**src/rtl/asset_load_pkg.sv**
```systemverilog
// +--------------------------------------------------------------------------+
// | asset_load_pkg: shared state encoding and HPS register map for the loader |
// | Revision: 1.0                                                            |
// +--------------------------------------------------------------------------+
`default_nettype none

package asset_load_pkg;

  typedef enum logic [1:0] {
    IDLE = 2'd0,
    LOAD = 2'd1,
    RUN  = 2'd2
  } state_e;

  localparam logic [3:0] ADDR_CMD    = 4'd0;
  localparam logic [3:0] ADDR_RELOAD = 4'd1;
  localparam logic [3:0] ADDR_ABORT  = 4'd2;
  localparam logic [3:0] ADDR_CLRERR = 4'd3;

endpackage

`default_nettype wire

```
**src/rtl/load_byte_unpacker.sv**
```systemverilog
// +--------------------------------------------------------------------------+
// | load_byte_unpacker: pops source words and emits their bytes MSB first    |
// | Revision: 1.0                                                            |
// +--------------------------------------------------------------------------+
`default_nettype none

module load_byte_unpacker
  import asset_load_pkg::*;
#(
  parameter int SRC_W = 16
) (
  input  logic             clk50,
  input  logic             reset,
  input  logic             en_i,
  input  logic             flush_i,
  input  logic             src_valid_i,
  input  logic [SRC_W-1:0] src_data_i,
  output logic             src_ready_o,
  output logic             byte_valid_o,
  output logic [7:0]       byte_o
);

  localparam int SRC_B = SRC_W / 8;
  localparam int CNT_W = $clog2(SRC_B + 1);

  logic [SRC_W-1:0] word_q, word_d;
  logic [CNT_W-1:0] cnt_q, cnt_d;
  logic             ready_q, ready_d;
  logic             w_take;

  assign w_take      = ready_q && src_valid_i;
  assign src_ready_o = ready_q;

  // The first byte of a word leaves in its handshake cycle so a full word
  // stream sustains one byte per clock; only the remainder is buffered.
  always_comb begin
    word_d       = word_q;
    cnt_d        = cnt_q;
    byte_valid_o = 1'b0;
    byte_o       = word_q[SRC_W-1 -: 8];
    if (cnt_q != '0) begin
      if (en_i) begin
        byte_valid_o = 1'b1;
        word_d       = word_q << 8;
        cnt_d        = cnt_q - 1'b1;
      end
    end else if (w_take) begin
      byte_valid_o = 1'b1;
      byte_o       = src_data_i[SRC_W-1 -: 8];
      word_d       = src_data_i << 8;
      cnt_d        = CNT_W'(SRC_B - 1);
    end
    if (flush_i) begin
      word_d = '0;
      cnt_d  = '0;
    end
    ready_d = en_i && !flush_i && (cnt_d == '0);
  end

  always_ff @(posedge clk50 or posedge reset) begin
    if (reset) begin
      word_q  <= '0;
      cnt_q   <= '0;
      ready_q <= 1'b0;
    end else begin
      word_q  <= word_d;
      cnt_q   <= cnt_d;
      ready_q <= ready_d;
    end
  end

endmodule

`default_nettype wire

```
**src/rtl/asset_load_ctrl.sv**
```systemverilog
// +--------------------------------------------------------------------------+
// | asset_load_ctrl: image-memory loader plus HPS render-command assembler   |
// | Revision: 1.0                                                            |
// +--------------------------------------------------------------------------+
`default_nettype none

module asset_load_ctrl
  import asset_load_pkg::*;
#(
  parameter  int PIXEL_BYTES = 3,
  parameter  int N_PIXELS    = 512,
  parameter  int SRC_W       = 16,
  parameter  int CMD_BYTES   = 6,
  localparam int ADDR_W      = $clog2(N_PIXELS)
) (
  input  logic                     clk50,
  input  logic                     reset,
  input  logic                     src_valid_i,
  input  logic [SRC_W-1:0]         src_data_i,
  output logic                     src_ready_o,
  output logic                     mem_we_o,
  output logic [ADDR_W-1:0]        mem_addr_o,
  output logic [PIXEL_BYTES*8-1:0] mem_din_o,
  input  logic                     hps_write_i,
  input  logic [3:0]               hps_address_i,
  input  logic [7:0]               hps_writedata_i,
  output logic                     cmd_valid_o,
  output logic [CMD_BYTES*8-1:0]   cmd_data_o,
  input  logic                     cmd_ready_i,
  output logic                     load_done_o,
  output logic                     err_overflow_o
);

  localparam int PIX_W = PIXEL_BYTES * 8;
  localparam int CMD_W = CMD_BYTES * 8;
  localparam int PC_W  = $clog2(PIXEL_BYTES + 1);
  localparam int IDX_W = $clog2(CMD_BYTES + 1);

  state_e            state_q, state_d;
  logic [PIX_W-1:0]  pix_q, pix_d;
  logic [PC_W-1:0]   pcnt_q, pcnt_d;
  logic              fin_q, fin_d;
  logic              mem_we_q, mem_we_d;
  logic [ADDR_W-1:0] mem_addr_q, mem_addr_d;
  logic [PIX_W-1:0]  mem_din_q, mem_din_d;
  logic [CMD_W-1:0]  asm_q, asm_d;
  logic [IDX_W-1:0]  idx_q, idx_d;
  logic              cmd_valid_q, cmd_valid_d;
  logic [CMD_W-1:0]  cmd_data_q, cmd_data_d;
  logic              done_q, done_d;
  logic              err_q, err_d;

  logic              w_unp_en, w_flush, w_byte_valid;
  logic [7:0]        w_byte;
  logic              w_pix_byte, w_pix_done, w_last;
  logic [PIX_W-1:0]  w_pix_shift;
  logic [ADDR_W-1:0] w_cur_pix;
  logic              w_hps_run, w_reload, w_enter_load;
  logic              w_cmd_byte, w_cmd_done, w_accept, w_overflow;
  logic [CMD_W-1:0]  w_asm_shift;

  load_byte_unpacker #(
    .SRC_W (SRC_W)
  ) u_unpack (
    .clk50        (clk50),
    .reset        (reset),
    .en_i         (w_unp_en),
    .flush_i      (w_flush),
    .src_valid_i  (src_valid_i),
    .src_data_i   (src_data_i),
    .src_ready_o  (src_ready_o),
    .byte_valid_o (w_byte_valid),
    .byte_o       (w_byte)
  );

  assign w_unp_en    = (state_q == LOAD) && !fin_q;
  assign w_pix_byte  = w_unp_en && w_byte_valid;
  assign w_pix_shift = PIX_W'({pix_q, w_byte});
  assign w_pix_done  = w_pix_byte && (pcnt_q == PC_W'(PIXEL_BYTES - 1));
  // While a write is pulsing the address has not yet advanced to this pixel.
  assign w_cur_pix   = mem_we_q ? mem_addr_q + 1'b1 : mem_addr_q;
  assign w_last      = w_pix_done && (w_cur_pix == ADDR_W'(N_PIXELS - 1));

  assign w_hps_run    = hps_write_i && (state_q == RUN);
  assign w_reload     = w_hps_run && (hps_address_i == ADDR_RELOAD);
  assign w_enter_load = (state_q == IDLE) || w_reload;
  assign w_flush      = w_enter_load || w_last;

  assign w_cmd_byte  = w_hps_run && (hps_address_i == ADDR_CMD);
  assign w_asm_shift = CMD_W'({asm_q, hps_writedata_i});
  assign w_cmd_done  = w_cmd_byte && (idx_q == IDX_W'(CMD_BYTES - 1));
  assign w_accept    = cmd_valid_q && cmd_ready_i;
  assign w_overflow  = w_cmd_done && cmd_valid_q && !cmd_ready_i;

  always_comb begin
    state_d     = state_q;
    pix_d       = pix_q;
    pcnt_d      = pcnt_q;
    fin_d       = fin_q;
    mem_we_d    = 1'b0;
    mem_addr_d  = mem_addr_q;
    mem_din_d   = mem_din_q;
    asm_d       = asm_q;
    idx_d       = idx_q;
    cmd_valid_d = cmd_valid_q;
    cmd_data_d  = cmd_data_q;
    err_d       = err_q;

    case (state_q)
      IDLE:    state_d = LOAD;
      LOAD:    if (mem_we_q && fin_q) state_d = RUN;
      RUN:     if (w_reload) state_d = LOAD;
      default: state_d = IDLE;
    endcase

    if (w_enter_load) begin
      mem_addr_d = '0;
      pcnt_d     = '0;
      fin_d      = 1'b0;
    end else if (state_q == LOAD) begin
      if (mem_we_q && !fin_q) mem_addr_d = mem_addr_q + 1'b1;
      if (w_pix_byte) begin
        pix_d  = w_pix_shift;
        pcnt_d = pcnt_q + 1'b1;
      end
      if (w_pix_done) begin
        pcnt_d    = '0;
        mem_we_d  = 1'b1;
        mem_din_d = w_pix_shift;
      end
      if (w_last) fin_d = 1'b1;
    end
    done_d = (state_d == RUN);

    if (w_cmd_byte) begin
      asm_d = w_asm_shift;
      idx_d = w_cmd_done ? '0 : idx_q + 1'b1;
    end
    if (w_hps_run && (hps_address_i == ADDR_ABORT || hps_address_i == ADDR_RELOAD))
      idx_d = '0;

    if (w_accept) cmd_valid_d = 1'b0;
    if (w_cmd_done && !w_overflow) begin
      cmd_valid_d = 1'b1;
      cmd_data_d  = w_asm_shift;
    end

    if (hps_write_i && hps_address_i == ADDR_CLRERR) err_d = 1'b0;
    if (w_overflow) err_d = 1'b1;
  end

  always_ff @(posedge clk50 or posedge reset) begin
    if (reset) begin
      state_q     <= IDLE;
      pix_q       <= '0;
      pcnt_q      <= '0;
      fin_q       <= 1'b0;
      mem_we_q    <= 1'b0;
      mem_addr_q  <= '0;
      mem_din_q   <= '0;
      asm_q       <= '0;
      idx_q       <= '0;
      cmd_valid_q <= 1'b0;
      cmd_data_q  <= '0;
      done_q      <= 1'b0;
      err_q       <= 1'b0;
    end else begin
      state_q     <= state_d;
      pix_q       <= pix_d;
      pcnt_q      <= pcnt_d;
      fin_q       <= fin_d;
      mem_we_q    <= mem_we_d;
      mem_addr_q  <= mem_addr_d;
      mem_din_q   <= mem_din_d;
      asm_q       <= asm_d;
      idx_q       <= idx_d;
      cmd_valid_q <= cmd_valid_d;
      cmd_data_q  <= cmd_data_d;
      done_q      <= done_d;
      err_q       <= err_d;
    end
  end

  assign mem_we_o       = mem_we_q;
  assign mem_addr_o     = mem_addr_q;
  assign mem_din_o      = mem_din_q;
  assign cmd_valid_o    = cmd_valid_q;
  assign cmd_data_o     = cmd_data_q;
  assign load_done_o    = done_q;
  assign err_overflow_o = err_q;

endmodule

`default_nettype wire

```
**config.mk**
```make
export PLATFORM = sky130hd
export DESIGN_NAME = asset_load_ctrl
export DESIGN_NICKNAME = d
export VERILOG_FILES = /design/src/rtl/asset_load_pkg.sv /design/src/rtl/load_byte_unpacker.sv /design/src/rtl/asset_load_ctrl.sv
export SDC_FILE = /design/constraint.sdc
export NUM_CORES = 1
export LEC_CHECK = 0
export CORE_MARGIN = 2
export CORE_UTILIZATION = 30
export DETAILED_ROUTE_END_ITERATION = 7
export GPL_ROUTABILITY_DRIVEN = 0
export GPL_TIMING_DRIVEN = 0
export SYNTH_ARGS = -nofsm -noshare
export SYNTH_HDL_FRONTEND = slang
export SYNTH_SLANG_ARGS = --single-unit
```
**constraint.sdc**
```tcl
create_clock -name clk50 -period 5.7 [get_ports clk50]
set_input_delay 0.57 -clock clk50 [delete_from_list [all_inputs] [get_ports clk50]]
set_output_delay 0.57 -clock clk50 [all_outputs]
set_load 0.01 [all_outputs]
```
# [Yosys cells after proc, flatten, opt, wreduce, memory -nomap -nowiden]
# Cells that the tools add are included.
# Widths: inputs -> output; s select.
[totals] in_bits=33 ff_bits=168
[classes] eq_ne=10 add_sub_neg=4 n_bitwise=1 n_mux=37 n_reduce_logical=44
[ops] cell="$mux 16" n=4
[ops] cell="$mux 9" n=4
[ops] cell="$mux 2" n=10
[ops] cell="$logic_and 1x1->1" n=19
[ops] cell="$mux 8" n=2
[ops] cell="$reduce_bool 2->1" n=7
[ops] cell="$mux 1" n=13
[ops] cell="$add 9x1->9 const B" n=1
[ops] cell="$eq 9x9->1 const B" n=1
[ops] cell="$mux 3" n=3
[ops] cell="$eq 4x2->1 const B" n=2
[ops] cell="$reduce_and 2->1" n=4
[ops] cell="$eq 2x2->1 const B" n=3
[ops] cell="$pmux 2 s3" n=1
[ops] cell="$reduce_and 3->1" n=2
[ops] cell="$reduce_bool 3->1" n=2
[ops] cell="$eq 4x1->1 const B" n=1
[ops] cell="$logic_not 1->1" n=4
[ops] cell="$logic_not 2->1" n=2
[ops] cell="$logic_not 4->1" n=1
[ops] cell="$add 3x1->3 const B" n=1
[ops] cell="$eq 3x3->1 const B" n=1
[ops] cell="$logic_or 1x1->1" n=3
[ops] cell="$ne 3x1->1 const B" n=1
[ops] cell="other kinds (4)" n=4

# [Depth between registers and ports, before layout]
# Gate-level depths: netlist of run 1.
[logic_depth] ltp_word=11 mapped_depth=9 depth_no_buf=7

# [Hierarchy]
# Synthesis of run 1 repeated with hierarchy kept, for this count alone.
[hier_totals] hier_cells=495 hier_area_um2=6577.6
[modules_own_cells] mod="asset_load_ctrl" cells_each=432 n_inst=1 area_each_um2=5984.5 seq_area_each_um2=3728.6
[modules_own_cells] mod="load_byte_unpacker" cells_each=63 n_inst=1 area_each_um2=593.1 seq_area_each_um2=275.3

# [Worst setup path after synthesis of run 1]
# OpenSTA, ideal clock, no wires.
[synth_path] path_type="input port to flip-flop" start="in hps_address_i[3]" end="reg cmd_data_q[0], in the netlist cmd_data_o[0]" arrival_time_ns=2.237 cell_stages=7 path_slack_ns=3.335 t_required_ns=5.573 n_path_buf=2 setup_time_ns=0.127 cell_sequence="or3b_4 > nor3b_4 > nand2_2 > nor3b_2 > buf_6 > buf_6 > mux2_1"
[synth_between] elab_chain_cells=7
[synth_lines] item="start, declared" line="asset_load_ctrl.sv:25" text="input logic [3:0] hps_address_i,"
[synth_lines] item="$logic_not 4->1 *" line="asset_load_ctrl.sv:89" text="assign w_cmd_byte = w_hps_run && (hps_address_i == ADDR_CMD);"
[synth_lines] item="$logic_and 1x1->1 *" line="asset_load_ctrl.sv:89"
[synth_lines] item="$logic_and 1x1->1 *" line="asset_load_ctrl.sv:91" text="assign w_cmd_done = w_cmd_byte && (idx_q == IDX_W'(CMD_BYTES - 1));"
[synth_lines] item="$logic_and 1x1->1 (2 in series)" line="asset_load_ctrl.sv:93" text="assign w_overflow = w_cmd_done && cmd_valid_q && !cmd_ready_i;"
[synth_lines] item="$logic_not 1->1" line="asset_load_ctrl.sv:143" text="if (w_cmd_done && !w_overflow) begin"
[synth_lines] item="$logic_and 1x1->1 *" line="asset_load_ctrl.sv:143"
[synth_lines] item="end signal, assigned" line="asset_load_ctrl.sv:178" text="cmd_data_q <= cmd_data_d;"
[synth_lines] item="end, declared" line="asset_load_ctrl.sv:49" text="logic [CMD_W-1:0] cmd_data_q, cmd_data_d;"
# Mark *: on every way between the ends. The rest lies on a longest branch, timed or not.
# A chain may end at the register's enable or synchronous reset.

# [Worst setup path in the final report of run 1]
[layout_path] start="in hps_write_i" end="reg cmd_data_q[6], in the netlist cmd_data_o[6]"
[layout_between] elab_chain_cells=7
[layout_lines] item="start, declared" line="asset_load_ctrl.sv:24" text="input logic hps_write_i,"
[layout_lines] item="$logic_and 1x1->1 *" line="asset_load_ctrl.sv:84" text="assign w_hps_run = hps_write_i && (state_q == RUN);"
[layout_lines] item="$logic_and 1x1->1 *" line="asset_load_ctrl.sv:89"
[layout_lines] item="$logic_and 1x1->1 *" line="asset_load_ctrl.sv:91"
[layout_lines] item="$logic_and 1x1->1 (2 in series)" line="asset_load_ctrl.sv:93"
[layout_lines] item="$logic_not 1->1" line="asset_load_ctrl.sv:143"
[layout_lines] item="$logic_and 1x1->1 *" line="asset_load_ctrl.sv:143"
# Marks and branches as above.

==> results of run 1 <==
-- registers in the layout (all words and copies together) (netlist names) --
register              cells
u_unpack.word_q           8
asm_q                    40
fin_q                     1
load_done_o               1
idx_q                     3
mem_addr_o                9
mem_din_o                24
mem_we_o                  1
pix_q                    16
err_overflow_o            1
pcnt_q                    2
cmd_data_o               48
u_unpack.cnt_q            2
u_unpack.src_ready_o      1
cmd_valid_o               1
state_q                   2
-- final cells by class --
type                       instances  area [µm²]
buffer                            25         135
tap                              275         344
sequential                       160        4000
inverter                           8        35.0
clock inverter                    15         168
timing repair buffer             119        1210
fill                            2010       12500
multi-input combinational        311        2360
clock buffer                      17         425
-- kinds of logic (layout without fill, tap and decap cells) --
| kind of cell | Yosys count | in the layout | synth area share |
|---|---|---|---|
| adder cells (fa/ha/maj) | 5 | 5 | 0.00957 |
| flip-flops | 160 | 160 | 0.613 |
| AND/OR/NAND/NOR | 112 | 112 | 0.0814 |
| AO/OA/AOI/OAI | 82 | 82 | 0.0804 |
| buffers and inverters | 33 | 184 | 0.0253 |
| XOR/XNOR | 5 | 5 | 0.00670 |
| multiplexers | 107 | 107 | 0.184 |
-- path summary, 6_finish.rpt --
kind / start / to / slack, ns / cells after the start
min reg2reg: pix_q[12] / pix_q[12] / 0.48 / 2
max in group asynchronous: reset / cmd_data_o[31] / 4.23 / 3
min: pix_q[12] / pix_q[12] / 0.48 / 2
max reg2reg: mem_addr_o[1] / u_unpack.word_q[10] / 3.31 / 7
min in group asynchronous: reset / mem_addr_o[7] / 0.61 / 2
max: hps_write_i / cmd_data_o[6] / 2.91 / 8
-- through the flow --
stage	power [mW]	instance area [µm²]	setup TNS, ns
floorplan	1.68	6530	0
global placement	1.93	8060	-180.26
detailed placement	1.96	8090	0
CTS	3.10	8680	0
global route	3.23	8680	0
finish	3.05	8680	0
-- tightest hold or removal path, delay by kind of cell (launching register included) --
family | cells | cell delay (ns)
DFF | 1 | 0.35
and+or+nand+nor | 2 | 0.10
-- Yosys cell counts, types with 3 or more instances --
cell / number
nand2_1: 62
buf_1: 6
nor2_1: 14
o31ai_1: 6
clkbuf_1: 10
dfrtp_1: 160
nand3_1: 11
a21oi_1: 13
mux2_1: 20
mux2i_1: 3
mux2_2: 84
a221oi_1: 3
nand2b_1: 4
ha_1: 5
buf_6: 4
a211oi_1: 7
inv_1: 8
buf_2: 3
xor2_1: 3
o21ai_0: 36
and2_1: 5
-- per-layer routing --
metal,routed length (µm),vias to the layer above
met2,6850,80
met5,0,-
met1,6920,2215
met3,470,20
met4,214,0
li1,-,2071
-- power by group --
group          switching (mW)  internal [mW]  total, mW
logic                   0.323          0.284      0.607
clock network           0.530          0.590       1.12
registers              0.0836           1.24       1.33
==> impl_metrics.csv, run 1 <==
group,metric,value,unit
run_status,run_status,"finished, final reports clean",
clock_tree,ctsHoldBuffers,0,
floorplan,rows,53,
final_layout,nets,680,
yosys,yosysTopAreaCell,"dfrtp_1",
final_layout,stdcell_count,930,
clock_tree,cts_made_buffers,17,
clock_tree,clkLatencyLatePin,0.42,ns
global_routing,grt_max_degree,94,
clock_tree,clock_sinks,160,
worst_setup_path,required,6.00,ns
clock_tree,cts-root-buf,"clkbuf_16",
final_layout,syn_to_final_growth,32.9,%
clock_tree,cts-resized-gates,0,
timing,rsz0062_at_grt,"false",
timing,setup_viol,0,
final_layout,antenna_cells,0,
routing,wl,14.5,mm
timing,maxSlewViolCount,0,
worst_setup_path,critPathSlowestCell,"clkdlybuf4s50_1",
floorplan,die_area,23000,µm²
clock_tree,post_cts_buffers,0,
routing,remaining_drc_errors,0,
yosys,synth_async_sr_flop_share,1.00,
power,p_per_area,352,nW/µm²
routing,drtIter0Drc,178,
timing,fin_worst_skew,0.00697,ns
routing,ant_nets,0,
yosys,synth_edf_count,0,
worst_setup_path,cp_cell_sequence,"clkdlybuf4s50_1 > or3b_4 > nor3b_4 > nand2_2 > nor3b_2 > buf_6 > buf_6 > mux2_1",
place,portBuffers,118,
yosys,ys_warn_count,0,
clock_tree,cts_max_level,4,
yosys,synthTopCellsByArea,"dfrtp_1 (61%), mux2_2 (14%), nand2_1 (3.6%)",
global_routing,use_met1,0.188,
yosys,ys_seq_area_frac,0.613,
global_routing,busiest_layer,"met2",
final_layout,drive_above_1_share,0.203,
worst_setup_path,worst-path-buf-inv,3,
global_routing,use_met2,0.204,
place,hpwl,10.5,mm
timing,whs,0.477,ns
power,p_leak,4.04,nW
yosys,syn-cell-area,6530,µm²
place,dp_cells,898,
clock_tree,cts_buffer_depth,2,
worst_setup_path,cpMostUsedCell,"buf_6",
timing,setup_ws,2.91,ns
final_layout,utilization,0.409,
worst_setup_path,crit_fanout,10,
worst_setup_path,slowest_delay,0.45,ns
job,drv_cap,0,
worst_hold_path,hp-class,"reg -> reg",
routing,via_per_inst,4.72,
final_layout,final_common_cell,"dfrtp_1",
clock_tree,tritoncts,"built",
yosys,syn_area_per_cell,13.0,µm²
global_routing,grt_pass1_wl,24.0,mm
floorplan,ios,119,
worst_setup_path,start_kind,"primary input",
global_routing,grt_use_total,0.133,
worst_setup_path,critPathTopFamily,"simple AND/OR/NAND/NOR gates",
routing,first_pass_iters,4,
timing,relSlewSlack,0.488,
global_routing,overflow,0,
global_routing,first_global_vias,4577,
worst_setup_path,criticalPathCategory,"in -> reg",
yosys,ys_seq_elements,160,
timing,min_period_over_period,0.489,
timing,tightest_slew,0.768,ns
power,ir_drop,0.000186,V
floorplan,fp.dieW,152,µm
timing,maxClockFrequency,359,MHz
routing,avgRoutedWirePerCell,15.5,µm
routing,vias,4386,
floorplan,die_y,152,µm
global_routing,grt_antenna_before_repair,0,
place,pre_cts_ws,2.44,ns
timing,hold_viol,0,
yosys,synth_top_flop_cell,"dfrtp_1",
worst_setup_path,arrival,3.09,ns
global_routing,grt_util_met3,0.0302,
final_layout,layout_common_cells,"dfrtp_1 (160), clkdlybuf4s50_1 (118), mux2_2 (84)",
yosys,yosys.area.top_type_share,0.613,
clock_tree,cts.clk_slew.worst_paths,0.07,ns
yosys,syn-num-nets,542,
floorplan,coreArea,21200,µm²
timing,post-route-min-period,2.79,ns
yosys,synth.distinct_cells,50,
yosys,syn-instance-count,504,
worst_setup_path,cp-end-kind,"flop",
floorplan,start_util,0.308,
No activity file was read; power rests on OpenSTA's default activity.
==> run 2: changes to the inputs <==
==> constraint.sdc (replaced) <==
create_clock -name clk50 -period 2.9 [get_ports clk50]
set_input_delay 0.29 -clock clk50 [delete_from_list [all_inputs] [get_ports clk50]]
set_output_delay 0.29 -clock clk50 [all_outputs]
set_load 0.01 [all_outputs]
==> run 2 against run 1 <==
Hold slack worse by 0.16 ns; largest power group unchanged; cell count grew 0.32%; first-iteration DRC count rose by 15%; setup slack worse by 2.5 ns.
==> impl_metrics.csv, run 2 (synthesis gave the netlist of run 1 again) <==
group,metric,value,unit
run_status,run_status,"finished, final reports clean",
global_routing,grt_use_total,0.134,
worst_setup_path,cp_cell_sequence,"clkdlybuf4s50_1 > or3b_4 > nor3b_4 > nand2_2 > nor3b_2 > buf_6 > buf_6 > mux2_1",
global_routing,grt_antenna_before_repair,0,
power,ir_drop,0.000344,V
floorplan,die_y,152,µm
final_layout,syn_to_final_growth,34.4,%
place,placedInstanceArea,8140,µm²
routing,avgRoutedWirePerCell,15.7,µm
routing,wl,14.7,mm
worst_setup_path,crit_fanout,10,
worst_setup_path,critPathSlowestCell,"clkdlybuf4s50_1",
place,portBuffers,118,
timing,post-route-min-period,2.50,ns
floorplan,start_util,0.308,
clock_tree,clock_sinks,160,
global_routing,grt_max_degree,39,
timing,maxSlewViolCount,0,
timing,tightest_slew,0.745,ns
clock_tree,ctsHoldBuffers,0,
routing,ant_nets,0,
timing,relSlewSlack,0.504,
worst_setup_path,criticalPathCategory,"in -> reg",
place,dp_cells,901,
routing,first_pass_iters,4,
clock_tree,post_cts_buffers,0,
clock_tree,cts-resized-gates,0,
floorplan,rows,53,
final_layout,final_common_cell,"dfrtp_1",
clock_tree,tritoncts,"built",
worst_setup_path,arrival,2.79,ns
final_layout,drive_above_1_share,0.207,
timing,fin_worst_skew,0.0128,ns
timing,min_period_over_period,0.863,
routing,via_per_inst,4.71,
final_layout,largest_reg_flops,48,
global_routing,overflow,0,
timing,maxClockFrequency,400,MHz
worst_setup_path,cp-end-kind,"flop",
floorplan,fp.dieW,152,µm
clock_tree,cts.clk_slew.worst_paths,0.06,ns
floorplan,coreArea,21200,µm²
routing,vias,4397,
final_layout,layout_common_cells,"dfrtp_1 (160), clkdlybuf4s50_1 (118), mux2_2 (84)",
timing,finalSetupTns,0,ns
place,hpwl,10.8,mm
final_layout,nets,683,
clock_tree,cts-root-buf,"clkbuf_16",
clock_tree,cts_max_level,4,
routing,remaining_drc_errors,0,
power,p_per_area,708,nW/µm²
worst_setup_path,start_kind,"primary input",
floorplan,die_area,23000,µm²
timing,rsz0062_at_grt,"false",
final_layout,postLayoutCellArea,8780,µm²
clock_tree,cts_made_buffers,17,
floorplan,ios,119,
power,p_total,6.21,mW
global_routing,grt_pass1_wl,23.7,mm
power,p_leak,4.08,nW
global_routing,first_global_vias,4511,
final_layout,antenna_cells,0,
clock_tree,cts_buffer_depth,2,
worst_setup_path,required,3.19,ns
job,drv_cap,0,
routing,drtIter0Drc,205,
timing,setup_viol,0,
timing,hold_viol,0,
worst_setup_path,slowest_delay,0.44,ns
worst_setup_path,cpMostUsedCell,"buf_6",
final_layout,stdcell_count,933,
clock_tree,clkLatencyLatePin,0.42,ns
worst_hold_path,hp-class,"in -> async",
[run 2: metrics by stage]
stage	hold slack, ns	utilization	setup slack (ns)
after floorplan	0.425	-	0.581
after global placement	0.463	0.380	-0.648
after detailed placement	0.464	0.384	-0.0483
after CTS	0.319	0.414	0.412
after global routing	0.352	0.414	0.321
final	0.315	0.414	0.398
[run 2: cell type report]
type                       count  area (µm²)
inverter                       8        33.8
buffer                        25         135
timing repair buffer         122        1260
multi-input combinational    311        2360
sequential                   160        4000
clock buffer                  18         439
tap                          275         344
fill                        1986       12400
clock inverter                14         196
[run 2: per-layer routing]
layer  track usage  vias to the layer above  routed length [µm]
li1              -                     2077                   -
met1         0.183                     2206                6920
met2         0.211                       95                6970
met3        0.0281                       19                 520
met4        0.0477                        0                 244
met5             0                        -                   0
[run 2: final timing paths]
check / slack [ns] / to / cells past startpoint / startpoint
min in group clk50: 0.46 / u_unpack.word_q[15] / 3 / src_data_i[7]
hold reg to reg: 0.48 / pix_q[14] / 2 / pix_q[14]
setup / recovery: 0.40 / cmd_data_o[14] / 8 / hps_write_i
max in group asynchronous: 1.74 / mem_addr_o[1] / 4 / reset
hold / removal: 0.32 / cmd_data_o[30] / 2 / reset
setup reg to reg: 0.50 / cmd_data_o[14] / 7 / state_q[0]
[run 2: power by group]
group          switching [mW]  internal [mW]
logic                   0.642          0.567
registers               0.165           2.45
clock network           0.977           1.41
total                    1.78           4.43
[run 2: critical path: cells and delay by family]
kind                   cells  cell delay, ns
AND/OR/NAND/NOR            4            1.32
buffers and inverters      3            0.84
multiplexers               1            0.33
